$ cat src/rtl/alu_arbiter.sv
// Round-robin arbiter sharing one combinational ALU between two requesters.
// One operation in flight: IDLE -> EXEC -> RESP, results registered in EXEC.
module alu_arbiter #(
  parameter int WIDTH = 32
) (
  input  logic             CLK,
  input  logic             RST_n,
  input  logic             req_valid_0,
  input  logic             req_valid_1,
  input  logic [WIDTH-1:0] req_a_0,
  input  logic [WIDTH-1:0] req_a_1,
  input  logic [WIDTH-1:0] req_b_0,
  input  logic [WIDTH-1:0] req_b_1,
  input  logic [2:0]       req_op_0,
  input  logic [2:0]       req_op_1,
  output logic             req_ready_0,
  output logic             req_ready_1,
  output logic             resp_valid_0,
  output logic             resp_valid_1,
  input  logic             resp_ready_0,
  input  logic             resp_ready_1,
  output logic [WIDTH-1:0] resp_result,
  output logic             resp_zero,
  output logic [WIDTH-1:0] alu_a,
  output logic [WIDTH-1:0] alu_b,
  output logic [2:0]       alu_op,
  input  logic [WIDTH-1:0] alu_result,
  input  logic             alu_zero,
  output logic [1:0]       dbg_state
);

  // Handshake rule on both channels: a transfer happens at a rising edge where
  // valid and ready are both high; the requester holds valid and payload until then.
  typedef enum logic [1:0] {
    IDLE = 2'd0,
    EXEC = 2'd1,
    RESP = 2'd2
  } state_t;

  state_t           state;
  logic             last_grant;
  logic             owner;
  logic             grant;
  logic             any_valid;
  logic             owner_ready;
  logic [WIDTH-1:0] a_q;
  logic [WIDTH-1:0] b_q;
  logic [2:0]       op_q;

  // On a tie the port that did not win last time is chosen.
  always_comb begin
    any_valid = req_valid_0 | req_valid_1;
    if (req_valid_0 && req_valid_1) begin
      grant = ~last_grant;
    end else begin
      grant = req_valid_1;
    end
    owner_ready = owner ? resp_ready_1 : resp_ready_0;
  end

  assign req_ready_0  = RST_n && (state == IDLE) && req_valid_0 && !grant;
  assign req_ready_1  = RST_n && (state == IDLE) && req_valid_1 && grant;
  assign resp_valid_0 = RST_n && (state == RESP) && !owner;
  assign resp_valid_1 = RST_n && (state == RESP) && owner;

  assign alu_a     = a_q;
  assign alu_b     = b_q;
  assign alu_op    = op_q;
  assign dbg_state = state;

  always_ff @(posedge CLK) begin
    if (!RST_n) begin
      state       <= IDLE;
      last_grant  <= 1'b1;
      owner       <= 1'b0;
      a_q         <= '0;
      b_q         <= '0;
      op_q        <= '0;
      resp_result <= '0;
      resp_zero   <= 1'b0;
    end else begin
      case (state)
        IDLE: begin
          if (any_valid) begin
            owner      <= grant;
            last_grant <= grant;
            a_q        <= grant ? req_a_1 : req_a_0;
            b_q        <= grant ? req_b_1 : req_b_0;
            op_q       <= grant ? req_op_1 : req_op_0;
            state      <= EXEC;
          end
        end
        EXEC: begin
          resp_result <= alu_result;
          resp_zero   <= alu_zero;
          state       <= RESP;
        end
        RESP: begin
          if (owner_ready) begin
            state <= IDLE;
          end
        end
        default: state <= IDLE;
      endcase
    end
  end

endmodule
$ cat config.mk
export PLATFORM = sky130hd
export DESIGN_NAME = alu_arbiter
export DESIGN_NICKNAME = d
export VERILOG_FILES = /design/src/rtl/alu_arbiter.sv
export SDC_FILE = /design/constraint.sdc
export NUM_CORES = 1
export LEC_CHECK = 0
export ABC_CLOCK_PERIOD_IN_PS = 1850
export BUFFER_PORTS_ARGS = -buffer_cell sky130_fd_sc_hd__buf_4
export CORE_ASPECT_RATIO = 1.4
export CORE_MARGIN = 5
export CORE_UTILIZATION = 40
export DETAILED_ROUTE_END_ITERATION = 6
export PLACE_DENSITY = 0.75
export SLEW_MARGIN = 30
export SYNTH_ARGS = -nofsm -noshare
export SYNTH_HDL_FRONTEND = slang
export SYNTH_SLANG_ARGS = --single-unit
$ cat constraint.sdc
create_clock -name CLK -period 1.85 [get_ports CLK]
set_clock_uncertainty 0.1 [all_clocks]
set_input_delay 0.0925 -clock CLK [delete_from_list [all_inputs] [get_ports CLK]]
set_output_delay 0.0925 -clock CLK [all_outputs]
set_load 0.1 [all_outputs]
==> insert_results.sql <==
INSERT INTO impl_metrics (metric_group, metric, value, unit) VALUES
('yosys', 'yosys_warnings', '0', ''),
('detailed_routing', 'm1WireLength', '7000', 'um'),
('global_routing', 'initial_antenna_violation_count', '2', ''),
('worst_setup_path', 'critPathLaunchType', 'input pin', ''),
('power', 'peakVddDrop', '0.587', 'mV'),
('detailed_routing', 'drtAntennaViolNets', '0', ''),
('timing', 'hold_violations', '0', ''),
('clocking', 'numClockSinks', '104', ''),
('clocking', 'cts_setup_buffers', '0', ''),
('yosys', 'synth_largest_area_cell', 'sky130_fd_sc_hd__dfxtp_1', ''),
('yosys', 'ys_seq_area_share', '45.9', '%'),
('floorplanning', 'coreArea', '0.0112', 'mm2'),
('global_routing', 'grt_start_max_net_pins', '68', ''),
('global_routing', 'vias_in_the_first_global_route', '6163', ''),
('clocking', 'cts_root_buf', 'sky130_fd_sc_hd__clkbuf_16', ''),
('detailed_routing', 'drc', '0', ''),
('worst_setup_path', 'cp_cell_sequence', 'dlygate4sd3_1 > buf_4 > a21boi_4 > buf_4 > and3_2 > buf_8', ''),
('power', 'power.switching', '3.59', 'mW'),
('place', 'gpl.final_weighted_congestion', '0.863', ''),
('cells_and_area', 'fillers', '633', ''),
('cells_and_area', 'post_route_cells_drive_above_1_share', '36.1', '%'),
('timing', 'fin_crit', '1.79', 'ns'),
('timing', 'maxSlewHeadroom', '65.0', '%'),
('timing', 'final.setup.tns', '0', 'ns'),
('detailed_routing', 'route.top_layer_used', 'met4', ''),
('clocking', 'clkSlewWorstSetupHoldPaths', '0.07', 'ns'),
('floorplanning', 'die_width', '100', 'um'),
('worst_setup_path', 'cp-end-kind', 'output port', ''),
('clocking', 'number_of_cts_inserted_buffers', '9', ''),
('power', 'p_leak', '3.86', 'nW'),
('detailed_routing', 'met3_wirelength', '1850', 'um'),
('power', 'power_frac_comb', '45.3', '%'),
('power', 'pwr_density_cell', '930', 'mW/mm2'),
('yosys', 'synth_cell_type_count', '25', ''),
('detailed_routing', 'vias_per_cell', '5.37', ''),
('power', 'power_frac_seq', '32.5', '%'),
('detailed_routing', 'routed-wl-met2', '10400', 'um'),
('global_routing', 'grtUsageTotal', '28.4', '%'),
('floorplanning', 'fp.dieH', '136', 'um'),
('power', 'clockPowerShare', '22.2', '%'),
('cells_and_area', 'design.final.nets', '1142', ''),
('worst_setup_path', 'critPathSlowestCell', 'sky130_fd_sc_hd__dlygate4sd3_1', ''),
('power', 'internal_power', '4.53', 'mW'),
('timing', 'worst-slew-pin-transition', '0.525', 'ns'),
('run_status', 'status', 'completed', ''),
('yosys', 'synthesis.area_per_instance', '8.18', 'um2'),
('place', 'dp.final_hpwl', '12000', 'um'),
('worst_setup_path', 'critical_path.max_fanout', '13', ''),
('min_path', 'worstHoldPathType', 'input pin to flop', ''),
('clocking', 'clk_path_buf_depth', '2', ''),
('worst_setup_path', 'cp_top_family', 'buffers and inverters', ''),
('yosys', 'syn_area', '0.00453', 'mm2'),
('floorplanning', 'ioPinCount', '279', ''),
('yosys', 'yosys_register_bits', '104', ''),
('worst_setup_path', 'crit_path_frequent_cell', 'sky130_fd_sc_hd__buf_4', ''),
('yosys', 'yosys-top-cells-area', 'sky130_fd_sc_hd__dfxtp_1 46%, sky130_fd_sc_hd__nand2_1 17%, sky130_fd_sc_hd__a21oi_1 11%', ''),
('place', 'place.port_buffers', '278', ''),
('detailed_routing', 'drt-total-wl', '20600', 'um'),
('cells_and_area', 'area_growth', '92.5', '%'),
('clocking', 'clock_latency_on_the_worst_skew_pair', '0.34', 'ns'),
('worst_setup_path', 'critPathRequiredTime', '1.66', 'ns'),
('floorplanning', 'row_count', '46', ''),
('yosys', 'synth_cells', '554', ''),
('yosys', 'yosysTopAreaCellShare', '45.9', '%'),
('yosys', 'total_nets_after_synthesis', '727', ''),
('global_routing', 'grt_first_pass_wirelength', '30700', 'um'),
('yosys', 'synth_edf_count', '0', ''),
('clocking', 'cts_tree', 'done', ''),
('timing', 'fmaxAchievable', '560', 'MHz'),
('detailed_routing', 'first_iter_violations', '224', ''),
('job', 'maxCapViolations', '0', '');
## cell families (layout without fill, tap and decap cells)
| family | Yosys count | in the layout | synth area share, % |
|---|---|---|---|
| buf+inv | 59 | 478 | 6.13 |
| flops | 104 | 104 | 45.9 |
| mux | 1 | 1 | 0.221 |
| other cells | 0 | 4 | 0 |
| simple gates | 216 | 217 | 18.5 |
| compound gates | 174 | 174 | 29.2 |
## tightest hold or removal path, delay by kind of cell
family / cells / cell delay (ns)
AOI/OAI and AO/OA: 1 / 0.14
buffers and inverters: 1 / 0.08
muxes: 1 / 0.06
and+or+nand+nor: 1 / 0.05
## placed cells by master (no fill, tap or decap), drive strengths merged, types with 3 or more instances in the layout
cell type and count:
clkbuf 10, dlygate4sd3 169, dfxtp 104, inv 3
nand2 201, clkinv 3, nor2 4, a21oi 102
and3 4, buf 292, a311oi 67, diode 4
## synth_stat cells, types with 2 or more instances
cell and number:
sky130_fd_sc_hd__nand2_1 201, sky130_fd_sc_hd__clkbuf_1 41, sky130_fd_sc_hd__buf_2 9, sky130_fd_sc_hd__nor2_1 4
sky130_fd_sc_hd__nor2b_1 2, sky130_fd_sc_hd__a21oi_1 102, sky130_fd_sc_hd__dfxtp_1 104, sky130_fd_sc_hd__and3_1 4
sky130_fd_sc_hd__buf_6 5, sky130_fd_sc_hd__a311oi_1 37, sky130_fd_sc_hd__buf_4 2, sky130_fd_sc_hd__a311oi_2 30
## cell type report
cell class	count	area [um2]	share of cell area (%)
Timing Repair Buffer	461	3950	45.2
Tap cell	144	180	2.06
Clock inverter	6	41.3	0.473
Clock buffer	10	239	2.74
Antenna cell	4	10.0	0.115
Sequential cell	104	2090	23.9
Multi-Input combinational cell	392	2220	25.4
Inverter	1	5.00	0.0573
## repair_timing
item,in CTS,in global routing
gates resized for setup,0,4
hold buffers,169,0
setup endpoints to repair,0,46
endpoints found under the hold margin,103,0
## worst paths after layout
kind                                                  start                           to  slack, ns  cells after the start
worst max-delay path                            req_valid_1                  req_ready_1       0.06                      6
worst min-delay path                           resp_ready_0    dbg_state[1]$_SDFFE_PN0P_       0.02                      4
worst max register to register    dbg_state[1]$_SDFFE_PN0P_       alu_a[22]$_SDFFE_PN0P_       0.10                      5
worst min register to register  resp_result[3]$_SDFFE_PN0N_  resp_result[3]$_SDFFE_PN0N_       0.36                      2
## through the flow
| step | util [%] | instances | setup WS (ns) | total power, mW | area [um2] |
|---|---|---|---|---|---|
| CTS | 77.5 | 1117 | 0.00836 | 8.07 | 8700 |
| detailed placement | 59.9 | 932 | 0.0897 | 6.00 | 6730 |
| global placement | 59.9 | 932 | 0.177 | 5.95 | 6730 |
| global route | 77.7 | 1120 | 0.0101 | 8.40 | 8720 |
| floorplan | - | 554 | 0.0578 | 5.13 | 4560 |
| finish | 77.8 | 1122 | 0.0630 | 8.12 | 8730 |
## state kept, by name (all words and copies together) (netlist names)
signal	cells
dbg_state	2
alu_b	32
owner	1
alu_a	32
last_grant	1
resp_result	32
resp_zero	1
alu_op	3
## power groups by stage
stage | clock network (mW) | logic [mW] | registers [mW]
2_1_floorplan | 0 | 0.788 | 4.34
3_3_place_gp | 0 | 3.29 | 2.67
3_5_place_dp | 0 | 3.32 | 2.68
4_1_cts | 1.83 | 3.61 | 2.63
5_1_grt | 1.92 | 3.82 | 2.66
6_report | 1.80 | 3.68 | 2.64
## layer usage
metal  up-vias  track usage [%]
met3       109             7.39
met2       392             49.4
met5         -                0
li1       2774                -
met4         0             19.3
met1      2751             29.7
Note: power is estimated with default switching activity, not from simulation.
